## config.mk

```make
export PLATFORM = sky130hd
export DESIGN_NAME = udt_state_table
export DESIGN_NICKNAME = d
export VERILOG_FILES = /design/src/rtl/udt_state_table.sv
export SDC_FILE = /design/constraint.sdc
export NUM_CORES = 1
export LEC_CHECK = 0
export CORE_MARGIN = 8
export CORE_UTILIZATION = 60
export DETAILED_ROUTE_END_ITERATION = 10
export PLACE_DENSITY_LB_ADDON = 0.08
export SYNTH_ARGS = -nofsm -noshare
export SYNTH_HDL_FRONTEND = slang
export SYNTH_SLANG_ARGS = --single-unit
```

## constraint.sdc

```tcl
create_clock -name core_clk -period 6 [get_ports core_clk]
set_clock_uncertainty 0.05 [all_clocks]
set_input_delay 1.8 -clock core_clk [delete_from_list [all_inputs] [get_ports core_clk]]
set_output_delay 1.8 -clock core_clk [all_outputs]
set_load 0.01 [all_outputs]
```

## src/rtl/udt_state_table.sv

```systemverilog
// Multi-channel UDT connection state manager: per-channel lifecycle FSM,
// idle-expiration counters, and a coalescing round-robin notification stream.
module udt_state_table #(
  parameter int unsigned         CHANNELS    = 4,
  parameter int unsigned         CH_W        = 2,
  parameter logic [CHANNELS-1:0] CLIENT_MASK = '0,
  parameter int unsigned         EXP_LIMIT   = 16
) (
  input  logic                  core_clk,
  input  logic                  core_rst_n,
  input  logic                  evt_valid_i,
  output logic                  evt_ready_o,
  input  logic [CH_W-1:0]       evt_chan_i,
  input  logic [2:0]            evt_code_i,
  input  logic [CHANNELS-1:0]   rsp_i,
  input  logic                  tick_i,
  output logic [8*CHANNELS-1:0] udt_state_o,
  output logic                  err_o,
  output logic                  state_valid_o,
  input  logic                  state_ready_i,
  output logic [CH_W-1:0]       state_chan_o,
  output logic [7:0]            state_o
);

  localparam logic [7:0] LISTENING  = 8'h01;
  localparam logic [7:0] CONNECTING = 8'h02;
  localparam logic [7:0] CONNECTED  = 8'h04;
  localparam logic [7:0] CLOSING    = 8'h08;
  localparam logic [7:0] SHUTDOWN   = 8'h10;
  localparam logic [7:0] BROCKEN    = 8'h20;

  localparam logic [2:0] EV_OPEN       = 3'd0;
  localparam logic [2:0] EV_HS_REQ     = 3'd1;
  localparam logic [2:0] EV_HS_RSP     = 3'd2;
  localparam logic [2:0] EV_CLOSE      = 3'd3;
  localparam logic [2:0] EV_PEER_CLOSE = 3'd4;
  localparam logic [2:0] EV_CLOSE_DONE = 3'd5;
  localparam logic [2:0] EV_BREAK      = 3'd6;

  localparam logic [7:0]    EXP_CNT  = 8'(EXP_LIMIT);
  localparam logic [CH_W:0] CHAN_END = (CH_W+1)'(CHANNELS);

  logic                  accept;
  logic                  chan_ok;
  logic                  ev_legal;
  logic                  evt_hit;
  logic                  reject;
  logic                  sel_client;
  logic [7:0]            sel_state;
  logic [7:0]            ev_next;
  logic [8*CHANNELS-1:0] st_nxt;
  logic [CHANNELS-1:0]   changed;
  logic [7:0]            cnt_q   [CHANNELS];
  logic [7:0]            cnt_nxt [CHANNELS];
  logic [CHANNELS-1:0]   pend_q;
  logic [CHANNELS-1:0]   pend_nxt;
  logic [CH_W-1:0]       last_q;
  logic [CH_W-1:0]       lo_idx;
  logic [CH_W-1:0]       hi_idx;
  logic [CH_W-1:0]       gnt_idx;
  logic                  lo_hit;
  logic                  hi_hit;
  logic                  load;
  logic                  gnt_take;
  logic [7:0]            gnt_state;

  // Decode the incoming event against the addressed channel's current state.
  always_comb begin
    accept     = evt_valid_i & evt_ready_o;
    chan_ok    = ({1'b0, evt_chan_i} < CHAN_END);
    sel_state  = SHUTDOWN;
    sel_client = 1'b0;
    ev_legal   = 1'b0;
    ev_next    = SHUTDOWN;
    for (int c = 0; c < int'(CHANNELS); c++) begin
      if (CH_W'(c) == evt_chan_i) begin
        sel_state  = udt_state_o[8*c +: 8];
        sel_client = CLIENT_MASK[c];
      end
    end
    case (evt_code_i)
      EV_OPEN: begin
        ev_legal = (sel_state == SHUTDOWN);
        ev_next  = sel_client ? CONNECTING : LISTENING;
      end
      EV_HS_REQ: begin
        ev_legal = (sel_state == LISTENING) && !sel_client;
        ev_next  = CONNECTED;
      end
      EV_HS_RSP: begin
        ev_legal = (sel_state == CONNECTING) && sel_client;
        ev_next  = CONNECTED;
      end
      EV_CLOSE: begin
        ev_legal = (sel_state == LISTENING) || (sel_state == CONNECTING) ||
                   (sel_state == CONNECTED);
        ev_next  = CLOSING;
      end
      EV_PEER_CLOSE: begin
        ev_legal = (sel_state == CONNECTED);
        ev_next  = CLOSING;
      end
      EV_CLOSE_DONE: begin
        ev_legal = (sel_state == CLOSING);
        ev_next  = SHUTDOWN;
      end
      EV_BREAK: begin
        ev_legal = (sel_state != SHUTDOWN);
        ev_next  = BROCKEN;
      end
      default: begin
        ev_legal = 1'b1;
        ev_next  = SHUTDOWN;
      end
    endcase
    evt_hit = accept & chan_ok;
    reject  = accept & (~chan_ok | ~ev_legal);
  end

  // Per-channel next state and expiration counter; an event on a channel masks its expiry.
  always_comb begin
    st_nxt  = udt_state_o;
    changed = '0;
    for (int c = 0; c < int'(CHANNELS); c++) begin
      if (evt_hit && (CH_W'(c) == evt_chan_i)) begin
        if (ev_legal) st_nxt[8*c +: 8] = ev_next;
      end else if ((udt_state_o[8*c +: 8] == CONNECTED) && (cnt_q[c] == EXP_CNT)) begin
        st_nxt[8*c +: 8] = BROCKEN;
      end
      changed[c] = (st_nxt[8*c +: 8] != udt_state_o[8*c +: 8]);
      if (changed[c] || (udt_state_o[8*c +: 8] != CONNECTED)) begin
        cnt_nxt[c] = '0;
      end else if (rsp_i[c]) begin
        cnt_nxt[c] = '0;
      end else if (tick_i && (cnt_q[c] != EXP_CNT)) begin
        cnt_nxt[c] = cnt_q[c] + 8'd1;
      end else begin
        cnt_nxt[c] = cnt_q[c];
      end
    end
  end

  // Round-robin pick of the next pending channel, starting after the last grant.
  always_comb begin
    load      = ~state_valid_o | state_ready_i;
    lo_hit    = 1'b0;
    hi_hit    = 1'b0;
    lo_idx    = '0;
    hi_idx    = '0;
    gnt_state = '0;
    for (int c = int'(CHANNELS) - 1; c >= 0; c--) begin
      if (pend_q[c]) begin
        lo_hit = 1'b1;
        lo_idx = CH_W'(c);
        if (CH_W'(c) > last_q) begin
          hi_hit = 1'b1;
          hi_idx = CH_W'(c);
        end
      end
    end
    gnt_idx  = hi_hit ? hi_idx : lo_idx;
    gnt_take = load & lo_hit;
    for (int c = 0; c < int'(CHANNELS); c++) begin
      if (CH_W'(c) == gnt_idx) gnt_state = udt_state_o[8*c +: 8];
      pend_nxt[c] = (pend_q[c] & ~(gnt_take && (CH_W'(c) == gnt_idx))) | changed[c];
    end
  end

  // Channel states, counters, event handshake and error pulse.
  always_ff @(posedge core_clk or negedge core_rst_n) begin
    if (!core_rst_n) begin
      udt_state_o <= {CHANNELS{SHUTDOWN}};
      evt_ready_o <= 1'b0;
      err_o       <= 1'b0;
      for (int c = 0; c < int'(CHANNELS); c++) cnt_q[c] <= '0;
    end else begin
      udt_state_o <= st_nxt;
      evt_ready_o <= 1'b1;
      err_o       <= reject;
      for (int c = 0; c < int'(CHANNELS); c++) cnt_q[c] <= cnt_nxt[c];
    end
  end

  // Pending flags and the notification output register.
  always_ff @(posedge core_clk or negedge core_rst_n) begin
    if (!core_rst_n) begin
      pend_q        <= '0;
      last_q        <= CH_W'(CHANNELS - 1);
      state_valid_o <= 1'b0;
      state_chan_o  <= '0;
      state_o       <= '0;
    end else begin
      pend_q <= pend_nxt;
      if (load) begin
        state_valid_o <= lo_hit;
        if (lo_hit) begin
          state_chan_o <= gnt_idx;
          state_o      <= gnt_state;
          last_q       <= gnt_idx;
        end
      end
    end
  end

endmodule

```

==> results of run 1 <==
[stage by stage]
step | instance area [µm²] | util [%] | worst slack, ns | instances
finish | 5780 | 71.5 | 1.11 | 683
global route | 5780 | 71.5 | 1.05 | 683
CTS | 5780 | 71.5 | 1.14 | 683
detailed placement | 5590 | 69.0 | 0.780 | 667
global placement | 5590 | 69.0 | 0.791 | 667
floorplan | 4940 | - | 1.67 | 520
[cells by family after synthesis]
logic type,synth area share (%)
AOI/OAI and AO/OA,17.5
buffers and inverters,3.90
and+or+nand+nor,20.3
DFF,42.2
adders and majority gates,2.02
xor gates and xnor gates,5.67
muxes,8.40
other,0.0759
[flip-flops by register name, summed over array words and instances, names as in the netlist]
register       cells
last_q             2
evt_ready_o        1
pend_q             4
udt_state_o       32
cnt_q             32
state_valid_o      1
state_chan_o       2
state_o            8
err_o              1
[worst paths after layout]
path | startpoint | end | slack, ns
max in group asynchronous | core_rst_n | udt_state_o[8]$_DFF_PN0_ | 3.65
min in group asynchronous | core_rst_n | cnt_q[27]$_DFFE_PN0P_ | 1.56
setup / recovery | evt_chan_i[0] | udt_state_o[8]$_DFF_PN0_ | 1.11
hold reg to reg | state_o[2]$_DFFE_PN0P_ | state_o[2]$_DFFE_PN0P_ | 0.46
hold / removal | state_o[2]$_DFFE_PN0P_ | state_o[2]$_DFFE_PN0P_ | 0.46
setup reg to reg | udt_state_o[18]$_DFF_PN0_ | udt_state_o[8]$_DFF_PN0_ | 2.75
[layout by cell type (no fill, tap or decap), types with 4 or more instances in the layout]
| master | Yosys | routed |
|---|---|---|
| a222oi_1 | 5 | 5 |
| a32o_1 | 5 | 5 |
| nor4b_1 | 6 | 6 |
| nand4_1 | 13 | 13 |
| ha_1 | 8 | 8 |
| nor3_1 | 25 | 25 |
| and2_1 | 5 | 5 |
| xnor2_1 | 26 | 26 |
| clkdlybuf4s50_1 | 0 | 57 |
| mux2i_1 | 7 | 7 |
| dfstp_2 | 6 | 6 |
| nand2b_1 | 8 | 8 |
| a21oi_1 | 39 | 39 |
| nor2b_1 | 6 | 6 |
| a221o_1 | 4 | 4 |
| nand2_1 | 55 | 55 |
| nor2_1 | 39 | 39 |
| xor2_1 | 6 | 6 |
| nor3b_1 | 6 | 6 |
| mux4_2 | 5 | 5 |
| nor4_1 | 6 | 6 |
| o21ai_0 | 22 | 22 |
| mux2_2 | 18 | 18 |
| a211oi_1 | 4 | 4 |
| dfrtp_1 | 77 | 77 |
| nand3_1 | 12 | 12 |
| and3_1 | 6 | 6 |
| clkbuf_8 | 0 | 10 |
| a32oi_1 | 5 | 5 |
| inv_1 | 22 | 22 |
| buf_4 | 1 | 7 |
[synthesized netlist by cell type, drive strengths merged, types with 7 or more instances]
cell type / count / area [µm²]
nand2: 55 / 206
ha: 8 / 100
xnor2: 26 / 228
nand3: 12 / 60.1
nor3: 25 / 125
mux2: 20 / 233
a21oi: 43 / 253
o21ai: 23 / 115
inv: 22 / 82.6
buf: 9 / 61.3
nor2: 39 / 146
nand2b: 8 / 50.1
clkbuf: 13 / 48.8
dfrtp: 77 / 1930
nand4: 13 / 81.3
mux2i: 7 / 70.1
[area by class of cell]
class                      count  area, µm²
timing repair buffer          64        623
tap                          105        131
fill                         648       2310
inverter                      22       82.6
sequential                    83       2080
multi-input combinational    393       2670
clock inverter                 4       50.0
clock buffer                  12        145
[power by group]
part           internal (mW)  switching, mW  leakage [nW]  total (mW)
sequential             0.636         0.0937          1.09       0.730
clock                  0.203          0.199        0.0926       0.402
combinational          0.263          0.303          1.14       0.566
[routing by layer]
layer	part of all wire, %	routed length [µm]	up-vias	GRT usage, %
li1	-	-	2002	-
met1	43	5760	2107	29.8
met2	47	6220	184	36.9
met3	7.7	1020	29	6.12
met4	2.5	329	0	9.05
met5	0	0	-	0
==> metrics.cfg, run 1 <==
[floorplan]
die_h_um = 107
start_util_pct = 61.1
core_area_um2 = 8090
dieArea_um2 = 11400
io_pins = 59
num_rows = 33
die_x_um = 107

[worst_setup_path]
critPathMaxFanout = 17
required_ns = 6.19
cp_num_buf_inv = 1
reg2reg_depth = 6
cp.depth = 7
critPathMaxStageDelay_ns = 0.64
crit_family = compound AO/OA/AOI/OAI gates
path_class = in2reg
endpoint_kind = flop
critPathArrivalTime_ns = 5.08
worst_setup_path_start_kind = input pin
crit_chain = clkdlybuf4s50_1, mux4_2, xnor2_1, or4_1, a2111o_4, a21oi_4, mux2_2
crit_slowest_cell = clkdlybuf4s50_1

[timing]
hold_slack_ns = 0.463
fin_crit_sh_pct = 81.4
finalHoldViolCount = 0
worst_pin_slew_ns = 1.17
setup_viol = 0
fin_setup_tns_ns = 0
fmax_ghz = 0.205
drv_slew = 0
rsz0062_at_grt = false
final.min_clock_period_ns = 4.89
timing.slew.headroom_pct = 21.6

[drt]
dr.first_iter.drc_count = 380
antenna_left = 0
route.detailed.drc = 0
num_vias = 4322
drtPass1Iterations = 5
routed_wl_um = 13300
via_per_inst = 6.33
routedWlPerCell_um = 19.5

[synthesis]
ys_warn_count = 0
syn_area_per_cell_um2 = 9.51
synth-edff-count = 0
synth.distinct_cells = 64
synth_async_sr_flop_share_pct = 100
syn_area_um2 = 4940
ys_seq_area_share_pct = 42.2
synth_flop_cell = dfrtp_1
synth_nets = 542
ys_seq_elements = 83
postSynthCellCount = 520

[global_route]
grt_usage_pct = 23.3
grt_max_degree = 84
overflow = 0
antenna_found_initial = 0
grt_pass1_vias = 4178
grt_pass1_wl_um = 21100

[clocking]
insertion_delay_ns = 0.36
cts_tree = yes
path_clk_slew_ns = 0.08
cts_buffer_depth = 2
post_cts_resized = 0
cts.sinks = 83
postCtsSetupBuffers = 0
htreeDepth = 3
cts_buffers = 9
cts_root_buf = clkbuf_8
cts-hold-fix-buffers = 0

[pwr]
total_power_mw = 1.70
power.static_leakage_nw = 2.32
peakVddDrop_mv = 0.162
p_per_area_nw_per_um2 = 294

[finish]
nets = 595
drive_gt1_share_pct = 10.7
diodes = 0
syn2layout_area_growth_pct = 17.0

[hold_path]
hp-class = reg2reg
min_path_cells = 1

[placement]
place.gp.congestion = 0.984
dpl.hpwl_um = 9790
io_buffers = 58

[flow_run]
cap_violations = 0

[outcome]
status = completed

Power figures use the tool's default switching activity.
==> run 2, diff against run 1 <==
--- a/config.mk
+++ b/config.mk
@@ -6,7 +6,7 @@
 export NUM_CORES = 1
 export LEC_CHECK = 0
 export CORE_MARGIN = 8
-export CORE_UTILIZATION = 60
+export CORE_UTILIZATION = 51
 export DETAILED_ROUTE_END_ITERATION = 10
 export PLACE_DENSITY_LB_ADDON = 0.08
 export SYNTH_ARGS = -nofsm -noshare
==> constraint.sdc (replaced) <==
create_clock -name core_clk -period 4.26 [get_ports core_clk]
set_clock_uncertainty 0.05 [all_clocks]
set_input_delay 1.278 -clock core_clk [delete_from_list [all_inputs] [get_ports core_clk]]
set_output_delay 1.278 -clock core_clk [all_outputs]
set_load 0.01 [all_outputs]
==> run 2 against run 1 <==
Compared with the run above: routed wire length grew 5.0%; first-iteration DRC count shrank 9.5%; cell area is 4.5% higher; flip-flop and latch count unchanged; count of clock-buffer cells in the layout is 2 lower; via count is 2.2% higher; critical path depth rose by 2; largest power group unchanged.
==> metrics.cfg, run 2 (synthesis gave the netlist of run 1 again) <==
[outcome]
status = completed

[worst_setup_path]
worst_setup_path_start_kind = input pin
required_ns = 4.49
critPathMaxStageDelay_ns = 0.63
critPathArrivalTime_ns = 4.32
crit_family = buffers and inverters
crit_chain = clkdlybuf4s50_1, mux4_2, buf_4, nor4b_1, a31oi_1, a2111o_4, a21oi_4, buf_4, mux2i_1
path_class = in2reg
critPathMaxFanout = 6
crit_top_cell = buf_4
crit_slowest_cell = clkdlybuf4s50_1
endpoint_kind = flop
cp_num_buf_inv = 3

[global_route]
grt_usage_pct = 21.9
overflow = 0
antenna_found_initial = 1
grt_pass1_vias = 4317
grt_max_degree = 84
grt_pass1_wl_um = 22600

[drt]
antenna_left = 0
route.detailed.drc = 0
via_per_inst = 5.99
drtPass1Iterations = 5
num_vias = 4418
routed_wl_um = 14000
dr.first_iter.drc_count = 344
routedWlPerCell_um = 19.0

[pwr]
total_power_mw = 2.47
p_per_area_nw_per_um2 = 409
peakVddDrop_mv = 0.248
power.static_leakage_nw = 2.48

[clocking]
postCtsSetupBuffers = 0
cts_buffer_depth = 2
cts-hold-fix-buffers = 0
htreeDepth = 3
cts_tree = yes
cts.sinks = 83
cts_root_buf = clkbuf_8
insertion_delay_ns = 0.37
cts_buffers = 9
post_cts_resized = 0
path_clk_slew_ns = 0.08

[floorplan]
core_area_um2 = 9590
die_x_um = 114
die_h_um = 114
start_util_pct = 51.5
dieArea_um2 = 13100
num_rows = 36
io_pins = 59

[finish]
top_regs = cnt_q (32), udt_state_o (32), state_o (8)
drive_gt1_share_pct = 14.9
post-route-util_pct = 63.0
syn2layout_area_growth_pct = 22.2
fillers = 829
diodes = 0
seqCellArea_um2 = 2080
stdcell_area_um2 = 6040
final_common_cell = dfrtp_1
multiInputGateArea_um2 = 2670
nets = 623
layout_common_cells = 77 x dfrtp_1, 57 x clkdlybuf4s50_1, 55 x nand2_1

[timing]
finalHoldViolCount = 0
timing.slew.headroom_pct = 30.8
fin_crit_sh_pct = 95.8
setup_viol = 0
worst_pin_slew_ns = 1.04
fmax_ghz = 0.245
rsz0062_at_grt = false
final.min_clock_period_ns = 4.08
fin_setup_tns_ns = 0
drv_slew = 0
hold_slack_ns = 0.459

[hold_path]
hp-class = reg2reg

[flow_run]
cap_violations = 0

[placement]
dpl-instance-area_um2 = 5830
place.gp.congestion = 0.932
io_buffers = 58
dpl.hpwl_um = 10500

[run 2: cell count changes in the layout (fill, tap and decap cells not counted)]
cell | before | now
clkbuf_1 | 2 | 1
bufinv_16 | 1 | 2
a2111oi_0 | 2 | 1
clkinv_2 | 1 | 2
a2111oi_1 | 0 | 1
clkbuf_8 | 10 | 9
buf_4 | 7 | 35
clkinvlp_4 | 2 | 0
clkinv_4 | 0 | 1
[run 2: final timing paths]
path,startpoint,to,slack [ns],cells after the start
max,evt_chan_i[0],udt_state_o[24]$_DFF_PN0_,0.18,9
min reg2reg,state_o[6]$_DFFE_PN0P_,state_o[6]$_DFFE_PN0P_,0.46,1
max in group asynchronous,core_rst_n,err_o$_DFF_PN0_,2.45,1
min,state_o[6]$_DFFE_PN0P_,state_o[6]$_DFFE_PN0P_,0.46,1
min in group asynchronous,core_rst_n,cnt_q[27]$_DFFE_PN0P_,1.03,1
max reg2reg,udt_state_o[10]$_DFF_PN0_,udt_state_o[24]$_DFF_PN0_,1.28,8
[run 2: worst register-to-register path, cell delays in order (launching register included)]
cell      delay (ns)
dfrtp_1         0.51
mux4_2          0.52
buf_4           0.16
nor4b_1         0.32
a31oi_1         0.12
a2111o_4        0.58
a21oi_4         0.27
buf_4           0.19
mux2i_1         0.19
[run 2: area by class of cell]
class	count	area share, %
Multi-Input combinational cell	393	44.2
Sequential cell	83	34.5
Timing Repair Buffer	92	13.8
Tap cell	133	2.75
Clock buffer	10	2.11
Inverter	22	1.37
Clock inverter	5	1.30
[run 2: through the flow]
stage / setup WS (ns) / instances
global placement: -0.227 / 723
floorplan: 0.456 / 520
detailed placement: -0.207 / 723
CTS: 0.133 / 738
finish: 0.177 / 738
global route: 0.0470 / 738
[run 2: power breakdown]
group          leakage (nW)  internal, mW  switching [mW]
combinational          1.28         0.393           0.438
clock                 0.106         0.326           0.284
sequential             1.09         0.896           0.132
[run 2: metal layers]
metal	vias to the layer above	wire (µm)	GRT usage (%)
met5	-	16	0
met4	2	362	8.34
met3	38	998	4.69
met2	170	6520	35.6
met1	2139	6100	27.9
li1	2069	-	-
